$ cat src/rtl/rtype_seq_ctrl_pkg.sv
// Shared definitions for the R-type sequencer. This file holds the ALU op
// codes, the opcode and funct7 constants, the FSM state enum and the
// combinational instruction decoder.
package rv_rtype_pkg;

  localparam int XLEN = 32;

  localparam logic [6:0] OPC_RTYPE = 7'b0110011;
  localparam logic [6:0] F7_BASE   = 7'b0000000;
  localparam logic [6:0] F7_ALT    = 7'b0100000;

  typedef enum logic [2:0] {
    ALU_ADD = 3'b000,
    ALU_SUB = 3'b001,
    ALU_AND = 3'b010,
    ALU_OR  = 3'b011,
    ALU_XOR = 3'b100,
    ALU_SLL = 3'b101,
    ALU_SRL = 3'b110,
    ALU_SLT = 3'b111
  } alu_op_e;

  typedef enum logic [1:0] {
    ST_IDLE = 2'd0,
    ST_EXEC = 2'd1,
    ST_WB   = 2'd2,
    ST_RESP = 2'd3
  } state_e;

  typedef struct packed {
    logic    legal;
    alu_op_e op;
  } dec_t;

  // SLTU (funct3 011) and SRA (alt funct7, funct3 101) are deliberately
  // rejected. Illegal words still return ALU_ADD so that op is never X.
  function automatic dec_t decode(input logic [6:0] funct7,
                                  input logic [2:0] funct3,
                                  input logic [6:0] opcode);
    dec_t d;
    d.legal = 1'b0;
    d.op    = ALU_ADD;
    if (opcode == OPC_RTYPE) begin
      if (funct7 == F7_BASE) begin
        d.legal = 1'b1;
        case (funct3)
          3'b000:  d.op = ALU_ADD;
          3'b001:  d.op = ALU_SLL;
          3'b010:  d.op = ALU_SLT;
          3'b100:  d.op = ALU_XOR;
          3'b101:  d.op = ALU_SRL;
          3'b110:  d.op = ALU_OR;
          3'b111:  d.op = ALU_AND;
          default: d.legal = 1'b0;
        endcase
      end else if (funct7 == F7_ALT && funct3 == 3'b000) begin
        d.legal = 1'b1;
        d.op    = ALU_SUB;
      end
    end
    return d;
  endfunction

endpackage

$ cat src/rtl/rtype_seq_ctrl_if.sv
// Bus bundle for rtype_seq_ctrl. It groups the instruction stream, the
// register-file/ALU datapath control and the response stream.
//   slave  : sequencer side (consumes instructions, drives the datapath)
//   master : environment side (instruction source, RF/ALU, response sink)
interface rtype_seq_ctrl_if;
  import rv_rtype_pkg::*;

  logic            in_valid;
  logic            in_ready;
  logic [XLEN-1:0] in_instr;

  logic [4:0]      rf_rs1;
  logic [4:0]      rf_rs2;
  logic [4:0]      rf_rd;
  logic            rf_we;
  logic [XLEN-1:0] rf_wd;
  logic [2:0]      alu_op;
  logic [XLEN-1:0] alu_result;

  logic            out_valid;
  logic            out_ready;
  logic [4:0]      out_rd;
  logic [XLEN-1:0] out_val;
  logic            out_illegal;

  modport slave (
    input  in_valid, in_instr, alu_result, out_ready,
    output in_ready, rf_rs1, rf_rs2, rf_rd, rf_we, rf_wd, alu_op,
           out_valid, out_rd, out_val, out_illegal
  );

  modport master (
    output in_valid, in_instr, alu_result, out_ready,
    input  in_ready, rf_rs1, rf_rs2, rf_rd, rf_we, rf_wd, alu_op,
           out_valid, out_rd, out_val, out_illegal
  );
endinterface

$ cat src/rtl/rtype_seq_ctrl_instr_fifo.sv
// instr_fifo: a DEPTH x W synchronous FIFO with a registered read pointer
// and no bypass, so a word pushed into an empty FIFO can be read one cycle
// later at the earliest.
//   clk, rst_n        : clock, async active-low reset (empties the FIFO)
//   i_push, i_data    : write strobe and data (ignored when full)
//   i_pop             : read strobe (ignored when empty)
//   o_data            : head entry
//   o_full, o_empty   : status flags
module instr_fifo
  import rv_rtype_pkg::*;
#(
  parameter int DEPTH = 4,
  parameter int W     = XLEN
) (
  input  logic         clk,
  input  logic         rst_n,
  input  logic         i_push,
  input  logic [W-1:0] i_data,
  input  logic         i_pop,
  output logic [W-1:0] o_data,
  output logic         o_full,
  output logic         o_empty
);
  localparam int AW = $clog2(DEPTH);

  logic [W-1:0] r_mem [DEPTH];
  // Pointers carry one extra wrap bit to tell full from empty.
  logic [AW:0]  r_wptr, r_rptr;
  logic         w_push, w_pop;

  assign o_empty = (r_wptr == r_rptr);
  assign o_full  = (r_wptr[AW] != r_rptr[AW]) &&
                   (r_wptr[AW-1:0] == r_rptr[AW-1:0]);
  assign w_push  = i_push && !o_full;
  assign w_pop   = i_pop && !o_empty;
  assign o_data  = r_mem[r_rptr[AW-1:0]];

  always_ff @(posedge clk or negedge rst_n) begin
    if (!rst_n) begin
      r_wptr <= '0;
      r_rptr <= '0;
    end else begin
      if (w_push) r_wptr <= r_wptr + 1'b1;
      if (w_pop)  r_rptr <= r_rptr + 1'b1;
    end
  end

  // Storage needs no reset because the pointers define what is valid.
  always_ff @(posedge clk) begin
    if (w_push) r_mem[r_wptr[AW-1:0]] <= i_data;
  end
endmodule

$ cat src/rtl/rtype_seq_ctrl.sv
// rtype_seq_ctrl: a multi-cycle sequencer for the R-type execute datapath.
// It queues instructions and runs each one through EXEC, then WB (legal
// with rd != 0 only), then RESP. It drives the RF addresses, write port
// and ALU op, and returns one response per instruction.
//   clk, reset  : clock, async active-low reset
//   bus         : slave side of rtype_seq_ctrl_if (stream, datapath, response)
//   busy        : FSM not idle or instructions still queued
//   retired_cnt : count of response handshakes, wraps
module rtype_seq_ctrl
  import rv_rtype_pkg::*;
#(
  parameter int DEPTH = 4,
  parameter int CNT_W = 16
) (
  input  logic             clk,
  input  logic             reset,
  rtype_seq_ctrl_if.slave  bus,
  output logic             busy,
  output logic [CNT_W-1:0] retired_cnt
);
  state_e           r_state, w_next;
  logic [XLEN-1:0]  r_ir, r_res, w_head;
  logic [CNT_W-1:0] r_cnt;
  logic             w_full, w_empty, w_push, w_pop, w_hs;
  logic [4:0]       w_rd;
  dec_t             w_dec;

  assign w_push       = bus.in_valid && !w_full;
  assign bus.in_ready = !w_full;
  assign w_dec        = decode(r_ir[31:25], r_ir[14:12], r_ir[6:0]);
  assign w_rd         = r_ir[11:7];
  assign w_hs         = (r_state == ST_RESP) && bus.out_ready;
  // A retire with work queued pops straight into the next EXEC, which
  // gives the 3-cycle steady-state cadence.
  assign w_pop        = !w_empty && ((r_state == ST_IDLE) || w_hs);

  assign busy        = (r_state != ST_IDLE) || !w_empty;
  assign retired_cnt = r_cnt;

  instr_fifo #(.DEPTH(DEPTH), .W(XLEN)) u_fifo (
    .clk     (clk),
    .rst_n   (reset),
    .i_push  (w_push),
    .i_data  (bus.in_instr),
    .i_pop   (w_pop),
    .o_data  (w_head),
    .o_full  (w_full),
    .o_empty (w_empty)
  );

  always_ff @(posedge clk or negedge reset) begin
    if (!reset) r_state <= ST_IDLE;
    else        r_state <= w_next;
  end

  always_ff @(posedge clk or negedge reset) begin
    if (!reset) begin
      r_ir  <= '0;
      r_res <= '0;
      r_cnt <= '0;
    end else begin
      if (w_pop) r_ir <= w_head;
      // Illegal words latch 0 here, so the response value needs no extra mux.
      if (r_state == ST_EXEC) r_res <= w_dec.legal ? bus.alu_result : '0;
      if (w_hs) r_cnt <= r_cnt + 1'b1;
    end
  end

  // All datapath and response outputs decode from state alone. Reset
  // therefore drops rf_we at once, without waiting for a clock edge.
  always_comb begin
    w_next          = r_state;
    bus.rf_rs1      = '0;
    bus.rf_rs2      = '0;
    bus.rf_rd       = '0;
    bus.rf_we       = 1'b0;
    bus.rf_wd       = '0;
    bus.alu_op      = '0;
    bus.out_valid   = 1'b0;
    bus.out_rd      = '0;
    bus.out_val     = '0;
    bus.out_illegal = 1'b0;
    case (r_state)
      ST_IDLE: begin
        if (!w_empty) w_next = ST_EXEC;
      end
      ST_EXEC: begin
        bus.rf_rs1 = r_ir[19:15];
        bus.rf_rs2 = r_ir[24:20];
        bus.alu_op = w_dec.op;
        w_next     = (w_dec.legal && w_rd != 5'd0) ? ST_WB : ST_RESP;
      end
      ST_WB: begin
        bus.rf_we = 1'b1;
        bus.rf_rd = w_rd;
        bus.rf_wd = r_res;
        w_next    = ST_RESP;
      end
      ST_RESP: begin
        bus.out_valid   = 1'b1;
        bus.out_rd      = w_rd;
        bus.out_val     = r_res;
        bus.out_illegal = !w_dec.legal;
        if (bus.out_ready) w_next = w_empty ? ST_IDLE : ST_EXEC;
      end
      default: w_next = ST_IDLE;
    endcase
  end
endmodule
$ cat src/flat_wrapper.sv
// flat-port wrapper written by rule: the top's interface ports become plain ports
module rtype_seq_ctrl_flat import rv_rtype_pkg::*;
#(
  parameter int DEPTH = 4,
  parameter int CNT_W = 16
)
  (clk, reset, busy, retired_cnt, bus_in_valid, bus_in_instr, bus_alu_result, bus_out_ready, bus_in_ready, bus_rf_rs1, bus_rf_rs2, bus_rf_rd, bus_rf_we, bus_rf_wd, bus_alu_op, bus_out_valid, bus_out_rd, bus_out_val, bus_out_illegal);
  rtype_seq_ctrl_if bus_i ();
  input  logic clk;
  input  logic reset;
  output logic busy;
  output logic [CNT_W-1:0] retired_cnt;
  input wire logic [$bits(bus_i.in_valid)-1:0] bus_in_valid;
  input wire logic [$bits(bus_i.in_instr)-1:0] bus_in_instr;
  input wire logic [$bits(bus_i.alu_result)-1:0] bus_alu_result;
  input wire logic [$bits(bus_i.out_ready)-1:0] bus_out_ready;
  output wire logic [$bits(bus_i.in_ready)-1:0] bus_in_ready;
  output wire logic [$bits(bus_i.rf_rs1)-1:0] bus_rf_rs1;
  output wire logic [$bits(bus_i.rf_rs2)-1:0] bus_rf_rs2;
  output wire logic [$bits(bus_i.rf_rd)-1:0] bus_rf_rd;
  output wire logic [$bits(bus_i.rf_we)-1:0] bus_rf_we;
  output wire logic [$bits(bus_i.rf_wd)-1:0] bus_rf_wd;
  output wire logic [$bits(bus_i.alu_op)-1:0] bus_alu_op;
  output wire logic [$bits(bus_i.out_valid)-1:0] bus_out_valid;
  output wire logic [$bits(bus_i.out_rd)-1:0] bus_out_rd;
  output wire logic [$bits(bus_i.out_val)-1:0] bus_out_val;
  output wire logic [$bits(bus_i.out_illegal)-1:0] bus_out_illegal;
  assign bus_i.in_valid = bus_in_valid;
  assign bus_i.in_instr = bus_in_instr;
  assign bus_i.alu_result = bus_alu_result;
  assign bus_i.out_ready = bus_out_ready;
  assign bus_in_ready = bus_i.in_ready;
  assign bus_rf_rs1 = bus_i.rf_rs1;
  assign bus_rf_rs2 = bus_i.rf_rs2;
  assign bus_rf_rd = bus_i.rf_rd;
  assign bus_rf_we = bus_i.rf_we;
  assign bus_rf_wd = bus_i.rf_wd;
  assign bus_alu_op = bus_i.alu_op;
  assign bus_out_valid = bus_i.out_valid;
  assign bus_out_rd = bus_i.out_rd;
  assign bus_out_val = bus_i.out_val;
  assign bus_out_illegal = bus_i.out_illegal;
  rtype_seq_ctrl #(.DEPTH(DEPTH), .CNT_W(CNT_W)) u_core (.clk(clk), .reset(reset), .bus(bus_i), .busy(busy), .retired_cnt(retired_cnt));
endmodule
$ cat config.mk
export PLATFORM = sky130hd
export DESIGN_NAME = rtype_seq_ctrl_flat
export DESIGN_NICKNAME = d
export VERILOG_FILES = /design/src/rtl/rtype_seq_ctrl_pkg.sv /design/src/rtl/rtype_seq_ctrl_if.sv /design/src/rtl/rtype_seq_ctrl_instr_fifo.sv /design/src/rtl/rtype_seq_ctrl.sv /design/src/flat_wrapper.sv
export SDC_FILE = /design/constraint.sdc
export NUM_CORES = 1
export LEC_CHECK = 0
export ABC_AREA = 1
export BUFFER_PORTS_ARGS = -buffer_cell sky130_fd_sc_hd__buf_2
export CAP_MARGIN = 15
export CORE_MARGIN = 2
export CORE_UTILIZATION = 50
export DETAILED_ROUTE_END_ITERATION = 12
export PLACE_DENSITY = 0.73
export RECOVER_POWER = 100
export SYNTH_ARGS = -nofsm -noshare
export SYNTH_HDL_FRONTEND = slang
export SYNTH_SLANG_ARGS = --single-unit
$ cat constraint.sdc
create_clock -name clk -period 4.2 [get_ports clk]
set_input_delay 0.21 -clock clk [delete_from_list [all_inputs] [get_ports clk]]
set_output_delay 0.21 -clock clk [all_outputs]
set_load 0.1 [all_outputs]
* Yosys cells after proc, flatten, opt, wreduce, memory -nomap -nowiden *
Memories as Yosys holds them, arrays and structs flattened. A register that Yosys moved wholly into a read port is not among the register bits.
Index checks and enable logic that the tools add are counted.

storage, ports and cells
  register bits after elaboration = 56
  RAM bits = 128
  bits of input ports = 68
  output and inout bits = 108
  memories = 1

memories
  name                 words  width  read ports  clocked after Yosys merged registers in  wr ports  line                             RTL
  u_core.u_fifo.r_mem  4      32     1           1                                        1         rtype_seq_ctrl_instr_fifo.sv:26  logic [W-1:0] r_mem [DEPTH];

operators by class
  $add $sub $neg = 3
  eq/ne operators = 16
  multiplexer cells = 23
  reductions and logical operators = 21

operators by type and width
  kind                                                                    number
  32-bit 2-to-1 mux                                                       3
  5-bit 2-to-1 mux                                                        4
  3-bit case mux with 6 select lines                                      1
  16-bit by 1-bit adder with 16-bit output (second input constant)        1
  7-bit by 6-bit equality test with 1-bit output (second input constant)  2
  3-bit equality test (second input constant)                             4
  4-bit 2-to-1 mux                                                        3
  1-bit logical AND                                                       8
  1-bit 2-to-1 mux                                                        8
  2-bit case mux with 4 select lines                                      1
  7-bit logical NOT                                                       1
  7-bit OR reduction                                                      1
  3-bit by 1-bit adder with 3-bit output (second input constant)          2
  5-bit nonzero test                                                      1
  2-bit equality test (second input constant)                             2
  1-bit logical NOT                                                       4
  2-bit 2-to-1 mux                                                        2
  2-bit inequality test (second input constant)                           2
  3-bit by 1-bit equality test with 1-bit output (second input constant)  1
  3-bit by 2-bit equality test with 1-bit output (second input constant)  1
  3-bit equality test                                                     1
  3-bit logical NOT                                                       1
  3-bit 2-to-1 mux                                                        1
  2-bit by 1-bit equality test with 1-bit output (second input constant)  1
  6 further kinds                                                         7

* Longest topological paths before layout *
Gate-level depths: netlist of the first run.

  depth after elaboration = 8
  mapped depth = 10

* Cells and area by module *
From an unflattened synthesis of the first run, not the netlist that was laid out.

unflattened totals
  cell total of the unflattened synthesis = 967
  area, all modules = 9475.3 µm²

modules (own cells, without submodules)
  module          instances  cells an instance  area an instance (µm²)
  instr_fifo      1          370                5170.0
  rtype_seq_ctrl  1          597                4305.4

* Least setup slack after synthesis of the first run *
OpenSTA, ideal clock, no wires.

  kind = flip-flop to output port
  from = reg u_core.r_state[0]
  to = out bus_out_illegal
  arrival = 3.819 ns
  required time = 3.990 ns
  slack = 0.171 ns
  cell stages (with the launch flop) = 4
  buffers on the path = 1
  cells stage by stage = dfrtp_1 -> ha_1 -> clkbuf_1 -> a21boi_0

between the ends
  word-level cells in the longest chain between the ends = 2

ends and longest elaborated chain
  what                    line                  RTL
  from (decl)             rtype_seq_ctrl.sv:21  state_e r_state, w_next;
  from (signal assigned)  rtype_seq_ctrl.sv:53  else r_state <= w_next;
  2-bit equality test     rtype_seq_ctrl.sv:83  case (r_state)
  1-bit 2-to-1 mux        rtype_seq_ctrl.sv:83
  to (decl)               flat_wrapper.sv:27    output wire logic [$bits(bus_i.out_illegal)-1:0] bus_out_illegal;

No other way between the ends.

* Worst setup path after layout of the first run *
  from = reg u_core.r_state[1]
  to = out bus_alu_op[2]

between the ends
  word-level cells in the longest chain between the ends = 2

ends and longest elaborated chain
  what                                            line                  RTL
  2-bit by 1-bit equality test with 1-bit output  rtype_seq_ctrl.sv:83
  3-bit 2-to-1 mux                                rtype_seq_ctrl.sv:83
  to (decl)                                       flat_wrapper.sv:23    output wire logic [$bits(bus_i.alu_op)-1:0] bus_alu_op;

No other way between the ends.

==> impl_metrics.tcl, run 1 <==
set metrics [dict create \
    required_ns 3.99 \
    drv_slew 159 \
    path_class "reg2out" \
    synth_area_leaders "edfxtp_1 41%, dfrtp_1 24%, nand2_1 8.2%" \
    setup_viol 0 \
    rsz0062_at_grt "no" \
    core_um2 18500 \
    fin_nets 1243 \
    post-route-min-period_ns 3.23 \
    p_leak_nw 5.29 \
    post-place-ws_ns 1.60 \
    place.gp.congestion 0.823 \
    hold_path_class "in2reg" \
    wirelength_mm 20.8 \
    avgSynthCellArea_um2 9.94 \
    synth_top_area_share_pct 41.1 \
    antenna_cells 0 \
    syn_to_final_growth_pct 23.7 \
    post_drt_wl_per_cell_um 14.7 \
    whs_ns 0.0111 \
    r2r_setup_slack_ns 1.01 \
    syn_area_um2 9350 \
    drtIter0Drc 425 \
    worstReg2RegStart "u_core.u_fifo.r_rptr[1]" \
    yosys_warnings 0 \
    timing.final.crit_share_pct 77.0 \
    drt_drc_violations_left 0 \
    antenna_found_initial 0 \
    synth-simple-area-share_pct 14.1 \
    setup_tns_ns 0 \
    dieArea_um2 19800 \
    grt_max_degree 67 \
    io_pins 176 \
    setup_ws_ns 0.967 \
    synth-seq-cells 216 \
    hpwl_mm 12.9 \
    cap_violations 5 \
    cp.arrival_ns 3.02 \
    ant_nets 0 \
    synth.largest_area_cell "edfxtp_1" \
    worst_setup_path_start_kind "flip-flop" \
    crit_path_end_kind "output port" \
    worstPathMaxFanout 33 \
    root_buffer "clkbuf_16" \
    synth_xor_area_share_pct 1.95 \
    overflow 0 \
    worstMarginPinSlew_ns 1.80 \
    dpl_cell_area_um2 10400 \
    htreeDepth 1 \
    r2r_cells 4 \
    seq_area_frac_synth_pct 64.7 \
    start_util_pct 50.5 \
    rows 50 \
    via_per_inst 4.91 \
    drive_gt1_share_pct 7.71 \
    status "finished with violations" \
    power_density_nw_per_um2 704 \
    firstDrtPassIters 4 \
    clockBufferDepth 3 \
    synth_cell_types 33 \
    grt_pass1_vias 6621 \
    crit_path_start "u_core.r_state[1]" \
    synth_top_family_by_area "simple AND/OR/NAND/NOR gates" \
    r2r_end "u_core.u_fifo.r_mem[0][21]" \
    track_usage_pct 20.8 \
    clkLatencyLatePin_ns 0.50 \
    num_vias 6936 \
    peakVddDrop_v 0.000388 \
    postSynthCellCount 941 \
    violations "max-capacitance violations, max-slew violations" \
    grt_pass1_wl_mm 33.7 \
    cts_resized 0 \
    skew_ns 0.0130 \
    io_buffers 175 \
    max_clock_freq_mhz 309 \
    dieWidth_um 141 \
    worstSetupEndpoint "bus_alu_op[2]" \
    muxShareOfSynthArea_pct 0 \
    cts.sinks 216 \
    yosys.area_share.adder_pct 1.47 \
    tritoncts "yes" \
    synth_compound_area_share_pct 9.59 \
    final_area_um2 11600 \
    synth_nets 1020 \
    totalPowerFinal_mw 8.15 \
    numCtsBuffers 22 \
    die_h_um 141 \
    cts.clk_slew.worst_paths_ns 0.06 \
    hold_viol_final 0 \
    relSlewSlack_pct -20.4 \
]
-- worst min-delay path by stage --
stage / startpoint / end / slack [ns] / depth (start not counted)
after global placement: reset / u_core.r_ir[12] / 0.15 / 1
after global routing: bus_alu_result[4] / u_core.r_res[4] / 0.02 / 3
after floorplan: reset / u_core.r_ir[0] / -0.09 / 0
final: bus_alu_result[4] / u_core.r_res[4] / 0.01 / 3
after CTS: bus_alu_result[7] / u_core.r_res[7] / 0.00002 / 3
after detailed placement: reset / u_core.r_ir[13] / 0.15 / 1
-- what timing repair did --
item,CTS,global route
endpoints found under the hold margin,181,0
buffers inserted,0,0
hold buffers,62,0
-- cells in the mapped netlist --
cell type and instances:
a21boi_0 1, a21oi_1 14, and2_1 1, and3_1 1, buf_1 2, buf_2 9
buf_4 3, buf_6 3, clkbuf_1 30, dfrtp_1 88, edfxtp_1 128, ha_1 11
inv_1 144, inv_2 2, nand2_1 205, nand2_2 2, nand3_1 8, nand3_2 1
nand3b_1 1, nand4_1 8, nor2_1 97, nor2_2 2, nor2_4 1, nor3_1 2
nor3b_2 1, o21ai_0 83, o21ai_1 39, o21ai_2 1, o22ai_1 32, or2_1 1
xnor2_1 6, xnor2_2 1, xor2_1 13
-- area by class of cell --
type / count / area, um^2
Multi-Input combinational cell: 532 / 2540
Inverter: 146 / 548
Clock inverter: 11 / 113
Timing Repair Buffer: 246 / 1400
Fill cell: 1532 / 6950
Sequential cell: 216 / 6050
Clock buffer: 29 / 628
Tap cell: 234 / 293
-- flip-flops by register name (all words and copies together) (netlist names) --
register / cells
u_core.u_fifo.r_mem: 128
u_core.r_ir: 32
u_core.retired_cnt: 16
u_core.r_res: 32
u_core.u_fifo.r_wptr: 3
u_core.u_fifo.r_rptr: 3
u_core.r_state: 2
-- where the power goes --
group | switching (mW) | internal [mW]
logic | 2.39 | 0.727
clock network | 0.783 | 1.18
registers | 0.255 | 2.81
total | 3.43 | 4.72
-- layout by cell type, fill, tap and decap left out, types with 5 or more instances in the layout --
| master | count |
|---|---|
| ha_1 | 10 |
| inv_1 | 145 |
| o21ai_0 | 105 |
| buf_2 | 35 |
| xnor2_1 | 7 |
| nand4_1 | 8 |
| o22ai_1 | 32 |
| nand2_1 | 207 |
| buf_4 | 5 |
| nor2_2 | 6 |
| edfxtp_1 | 128 |
| nand3_1 | 8 |
| xor2_1 | 13 |
| clkinv_2 | 7 |
| a21oi_1 | 14 |
| clkbuf_16 | 23 |
| nor2_1 | 94 |
| dlygate4sd3_1 | 62 |
| dfrtp_1 | 87 |
| clkbuf_1 | 145 |
| o21ai_1 | 17 |
-- worst max-delay path: stages, from the launching register on --
cell	delay [ns]
dfrtp_1	0.40
inv_1	0.12
ha_2	0.19
inv_1	0.44
nor2_1	0.28
nand2_1	0.10
a21oi_1	0.13
clkbuf_1	0.87
-- per-stage QoR --
step	instances	utilization, %
6_report	1414	62.5
5_1_grt	1414	62.5
4_1_cts	1414	63.6
3_5_place_dp	1312	56.3
3_3_place_gp	1311	56.1
2_1_floorplan	941	-
-- kinds of logic after synthesis --
group,Yosys count
buffers and inverters,193
xor gates and xnor gates,20
and+or+nand+nor,331
AOI/OAI and AO/OA,170
adders and majority gates,11
DFF,216
-- per-layer routing --
layer  vias up  share of wire, %  track usage [%]
li1       3487                 -                -
met1      3204                45             28.9
met2       221                47             35.2
met3        24               6.4             3.50
met4         0               1.3             4.26
met5         -                 0                0
No activity file was read; power rests on OpenSTA's default activity.
==> inputs of run 2 (changes only) <==
- clock period: 4.2 -> 3.2 ns (I/O delays scaled with it)
==> run 2 against run 1 <==
  * The flow now finishes without violations
  * Critical path type unchanged
  * Register-to-register slack worse by 0.45 ns
  * Largest cell class unchanged
  * Non-clock buffer count increased by 10
  * Via count up 3.2%
  * Sequential cell count stayed put
==> impl_metrics.tcl, run 2 (synthesis results as in run 1) <==
set metrics [dict create \
    status "finished, final reports clean" \
    cts_resized 0 \
    setup_viol 0 \
    num_vias 7156 \
    dieArea_um2 19800 \
    hold_path_class "in2reg" \
    htreeDepth 1 \
    crit_path_end_kind "output port" \
    worst_setup_path_start_kind "flip-flop" \
    cpMostUsedCell "inv_1" \
    power_density_nw_per_um2 914 \
    tritoncts "yes" \
    drtIter0Drc 509 \
    setup_tns_ns 0 \
    drv_slew 0 \
    hpwl_mm 13.2 \
    critPathBufInv 4 \
    grt_pass1_wl_mm 34.4 \
    die_h_um 141 \
    final_cell_mix "207 x nand2_1, 145 x inv_1, 136 x clkbuf_1" \
    cp_top_family "buffers and inverters" \
    drive_gt1_share_pct 8.49 \
    peakVddDrop_v 0.000607 \
    place.gp.congestion 0.817 \
    rsz0062_at_grt "no" \
    ant_nets 0 \
    post_drt_wl_per_cell_um 15.1 \
    firstDrtPassIters 5 \
    required_ns 3.04 \
    seqCellArea_um2 6050 \
    overflow 0 \
    dieWidth_um 141 \
    timing.final.crit_share_pct 86.2 \
    hold_viol_final 0 \
    path_class "reg2out" \
    post-route-min-period_ns 2.76 \
    skew_ns 0.0101 \
    path_cells "inv_1 > ha_1 > buf_4 > nand2_1 > inv_1 > clkbuf_1" \
    multi_input_area_um2 2540 \
    core_um2 18500 \
    largest_register_ffs 128 \
    relSlewSlack_pct 15.3 \
    rows 50 \
    cts.clk_slew.worst_paths_ns 0.06 \
    final_area_um2 11700 \
    p_leak_nw 5.36 \
    fin_nets 1253 \
    max_stage_delay_ns 0.86 \
    via_per_inst 5.03 \
    cpMaxStageDelayCell "clkbuf_1" \
    numCtsBuffers 22 \
    track_usage_pct 21.5 \
    wirelength_mm 21.5 \
    final_common_cell "nand2_1" \
    grt_max_degree 89 \
    cap_violations 0 \
    syn_to_final_growth_pct 24.8 \
    max_clock_freq_mhz 362 \
    io_buffers 175 \
    clockBufferDepth 3 \
    drt_drc_violations_left 0 \
    start_util_pct 50.5 \
    antenna_found_initial 1 \
    worstMarginPinSlew_ns 1.28 \
    grt_pass1_vias 6855 \
    io_pins 176 \
    cp.arrival_ns 2.60 \
    dpl_cell_area_um2 10500 \
    nFillCells 1479 \
    clkLatencyLatePin_ns 0.50 \
    root_buffer "clkbuf_16" \
    worstPathMaxFanout 39 \
    cts.sinks 216 \
]
==> run 2: cell types whose count changed in the layout (fill, tap and decap cells not counted), moves of 4 or more <==
cell,change
buf_12,+6
buf_2,+9
buf_4,+4
clkbuf_1,-9
clkinv_1,+4
clkinv_2,-5
dlygate4sd3_1,+4
==> run 2: timing repair <==
action                                 4_1_cts  5_1_grt
hold buffers                                66        0
endpoints found under the hold margin      250        0
setup endpoints to repair                    0        0
setup buffers                                0        0
==> run 2: path summary, 6_finish.rpt <==
path                                    startpoint                    endpoint  slack [ns]  cells after the start
setup / recovery                 u_core.r_state[0]               bus_rf_wd[26]        0.44                      6
hold / removal                        bus_in_valid     u_core.u_fifo.r_wptr[0]        0.22                      3
setup reg to reg           u_core.u_fifo.r_rptr[2]  u_core.u_fifo.r_mem[0][28]        0.56                      5
hold reg to reg                    u_core.r_ir[28]             u_core.r_ir[28]        0.49                      2
max in group asynchronous                    reset            u_core.r_res[27]        2.51                      3
min in group asynchronous                    reset             u_core.r_ir[28]        0.28                      3
==> run 2: power by group <==
group / internal (mW) / leakage [nW] / total, mW / switching (mW)
logic: 1.03 / 2.74 / 4.28 / 3.25
registers: 3.68 / 2.30 / 3.98 / 0.301
clock network: 1.42 / 0.327 / 2.41 / 0.995
==> run 2: through the flow <==
| stage | total power [mW] | instances | hold WS, ns | util, % | setup WS (ns) |
|---|---|---|---|---|---|
| after floorplan | 7.35 | 941 | -0.136 | - | -0.361 |
| after global placement | 8.28 | 1318 | 0.247 | 56.9 | 1.03 |
| after detailed placement | 8.37 | 1318 | 0.247 | 56.9 | 0.988 |
| after CTS | 10.9 | 1423 | 0.146 | 64.2 | 0.740 |
| after global routing | 11.3 | 1424 | 0.244 | 63.0 | 0.318 |
| final | 10.7 | 1424 | 0.218 | 63.0 | 0.441 |
==> run 2: layer usage <==
layer | global-route usage, % | vias to the layer above | share of wire (%)
met5 | 0 | - | 0
met4 | 7.05 | 0 | 2.2
met3 | 3.33 | 37 | 7.5
met2 | 37.5 | 284 | 48
met1 | 27.8 | 3335 | 42
li1 | - | 3500 | -
==> run 2: area by class of cell <==
class	count	area share (%)
inverter	146	4.70
antenna	1	0.0214
timing repair buffer	256	13.4
clock buffer	31	5.28
multi-input combinational	532	21.8
tap	234	2.51
sequential	216	51.8
clock inverter	8	0.536
==> run 2: worst register-to-register path, stage by stage (launching register included) <==
cell and delay [ns]:
dfrtp_1 0.40, xnor2_1 0.28, nand3b_1 0.17, nand2_1 0.24, nor2_2 0.91, buf_4 0.34
==> inputs of run 3 (changes only) <==
- SYNTH_HIERARCHICAL: default -> 1
==> run 3 against run 2 <==
  * The flow now finishes with violations (max-capacitance violations, max-slew violations)
  * Synthesized cell count grew 2.8%
  * Setup slack got worse by 0.12 ns
  * Sequential share of layout area fell by 0.39 points
  * Cell count is 1.9% higher
  * Non-clock buffer count down 1
  * First-iteration DRC count is 3.3% lower
==> impl_metrics.tcl, run 3 <==
set metrics [dict create \
    status "finished with violations" \
    violations "max-capacitance violations, max-slew violations" \
    hpwl_mm 13.1 \
    r2r_end "u_core/u_fifo/r_mem[0][6]" \
    syn_to_final_growth_pct 24.1 \
    whs_ns 0.0365 \
    power_density_nw_per_um2 911 \
    root_buffer "clkbuf_16" \
    syn_area_um2 9480 \
    num_vias 7270 \
    min_path_cells 5 \
    final_cell_mix "287 x nand2_1, 128 x edfxtp_1, 125 x inv_1" \
    rsz0062_at_grt "no" \
    m1WireLength_mm 9.47 \
    post-route-min-period_ns 2.87 \
    dieArea_um2 20100 \
    path_cells "inv_1 > ha_2 > inv_1 > nor2_1 > nand2_1 > a211oi_1 > dlymetal6s4s_1" \
    synth_cell_types 34 \
    relSlewSlack_pct -19.9 \
    min_from "bus_in_valid" \
    largest_register_ffs 128 \
    crit_path_end_kind "output port" \
    cts.clk_slew.worst_paths_ns 0.06 \
    dieWidth_um 142 \
    via_per_inst 5.01 \
    worstMarginPinSlew_ns 1.80 \
    required_ns 3.04 \
    clockBufferDepth 3 \
    seq_area_frac_synth_pct 63.8 \
    core_um2 18600 \
    grt_pass1_wl_mm 34.0 \
    synth_top_area_share_pct 40.6 \
    cts_resized 0 \
    avgSynthCellArea_um2 9.80 \
    hold_viol_final 0 \
    overflow 0 \
    yosys_warnings 6 \
    clkLatencyLatePin_ns 0.50 \
    min_to "u_core/u_fifo/r_wptr[1]" \
    setup_tns_ns 0 \
    finish.utilization_pct 63.1 \
    post_drt_wl_per_cell_um 14.9 \
    grt_pass1_vias 6796 \
    p_leak_nw 5.60 \
    drtIter0Drc 492 \
    synthFlopType "edfxtp_1" \
    tritoncts "yes" \
    antenna_cells 0 \
    antenna_found_initial 0 \
    place.gp.congestion 0.805 \
    worstPathMaxFanout 4 \
    max_clock_freq_mhz 348 \
    cap_violations 1 \
    yosysMostFrequentCell "nand2_1" \
    wirelength_mm 21.7 \
    rows 50 \
    cp.arrival_ns 2.71 \
    start_util_pct 50.8 \
    setup_viol 0 \
    synth-seq-cells 216 \
    skew_ns 0.0171 \
    synth.top_cells.by_count "282 x nand2_1, 128 x edfxtp_1, 125 x inv_1" \
    async_flop_share_pct 40.7 \
    postSynthCellCount 967 \
    firstDrtPassIters 5 \
    io_buffers 175 \
    synth_nets 1046 \
    multi_input_area_um2 2670 \
    worstReg2RegStart "u_core/u_fifo/r_wptr[1]" \
    cpMostUsedCell "inv_1" \
    cpMaxStageDelayCell "dlymetal6s4s_1" \
    r2r_cells 9 \
    drv_slew 71 \
    hold_path_class "in2reg" \
    wl_met3_mm 1.27 \
    synth_area_leaders "edfxtp_1 41%, dfrtp_1 23%, nand2_1 11%" \
    drt_drc_violations_left 0 \
    totalPowerFinal_mw 10.7 \
    nFillCells 1529 \
    final_common_cell "nand2_1" \
    timing.final.crit_share_pct 89.8 \
    cts.sinks 216 \
    io_pins 176 \
    track_usage_pct 21.2 \
    fin_nets 1280 \
    topRoutingLayerUsed "met4" \
    r2r_setup_slack_ns 0.43 \
    peakVddDrop_v 0.000619 \
    drive_gt1_share_pct 12.0 \
    max_stage_delay_ns 0.89 \
    ant_nets 0 \
    numCtsBuffers 22 \
    synth.largest_area_cell "edfxtp_1" \
    htreeDepth 1 \
    synth_edf_count 128 \
    die_h_um 142 \
    wl_met2_mm 10.3 \
    worst_setup_path_start_kind "flip-flop" \
    path_class "reg2out" \
    grt_max_degree 71 \
    seqCellArea_um2 6050 \
]
-- run 3: changes by cell type after synthesis, sizes merged, moves of 5 or more --
cell	change
nand3	+9
inv	-16
nor2	-10
nand2	+81
xor2	-5
nand4	-5
a21oi	-8
o21ai	-17
-- run 3: critical path: cells and delay by family (launching register included) --
family                     cells  cell delay (ns)
DFF                            1             0.40
buffers and inverters          3             1.07
adders and majority gates      1             0.20
AOI/OAI and AO/OA              1             0.33
and+or+nand+nor                2             0.22
-- run 3: kinds of logic (layout without fill, tap and decap cells) --
group | after synthesis | after routing | synth area share [%]
XOR/XNOR | 15 | 15 | 1.66
buffers and inverters | 175 | 425 | 7.46
AO/OA/AOI/OAI | 146 | 146 | 8.27
flip-flops | 216 | 216 | 63.8
adder cells (fa/ha/maj) | 11 | 11 | 1.45
AND/OR/NAND/NOR | 404 | 404 | 17.4
-- run 3: how the worst max path moves through the flow --
stage	start	to	slack, ns	cells past startpoint
floorplan	u_core/r_state[1]	bus_alu_op[1]	-0.33	7
global placement	u_core/u_fifo/r_wptr[1]	u_core/u_fifo/r_mem[0][15]	0.94	9
detailed placement	u_core/u_fifo/r_wptr[1]	u_core/u_fifo/r_mem[0][2]	0.82	9
CTS	u_core/r_state[0]	bus_rf_wd[13]	0.42	6
global route	u_core/r_ir[28]	bus_alu_op[2]	0.14	6
finish	u_core/r_state[1]	bus_alu_op[1]	0.33	7
-- run 3: routing by layer --
metal,GRT usage [%],up-vias
met5,0,-
met2,37.0,250
met1,27.6,3408
met3,3.10,43
met4,6.68,0
li1,-,3569
-- run 3: cell type report --
type / instances / share of cell area [%]
clock inverters: 10 / 0.958
clock buffers: 30 / 5.19
multi-input cells: 576 / 22.7
flip-flops and latches: 216 / 51.4
inverters: 130 / 4.15
repair buffers: 255 / 13.0
well taps: 234 / 2.49
-- run 3: stage by stage --
step / cell area [um^2] / setup WS, ns / instances
floorplan: 9480 / -0.328 / 967
global route: 11800 / 0.141 / 1451
detailed placement: 10600 / 0.821 / 1346
global placement: 10600 / 0.944 / 1346
CTS: 12000 / 0.419 / 1451
finish: 11800 / 0.326 / 1451
-- run 3: repair_timing --
item | 4_1_cts | 5_1_grt
buffers inserted | 0 | 0
hold buffers | 65 | 0
endpoints found under the hold margin | 228 | 0
setup endpoints to repair | 0 | 0
-- run 3: power by group --
| part | switching (mW) | internal (mW) | total (mW) |
|---|---|---|---|
| logic | 3.24 | 0.962 | 4.20 |
| registers | 0.321 | 3.67 | 3.99 |
| clock network | 1.01 | 1.50 | 2.51 |
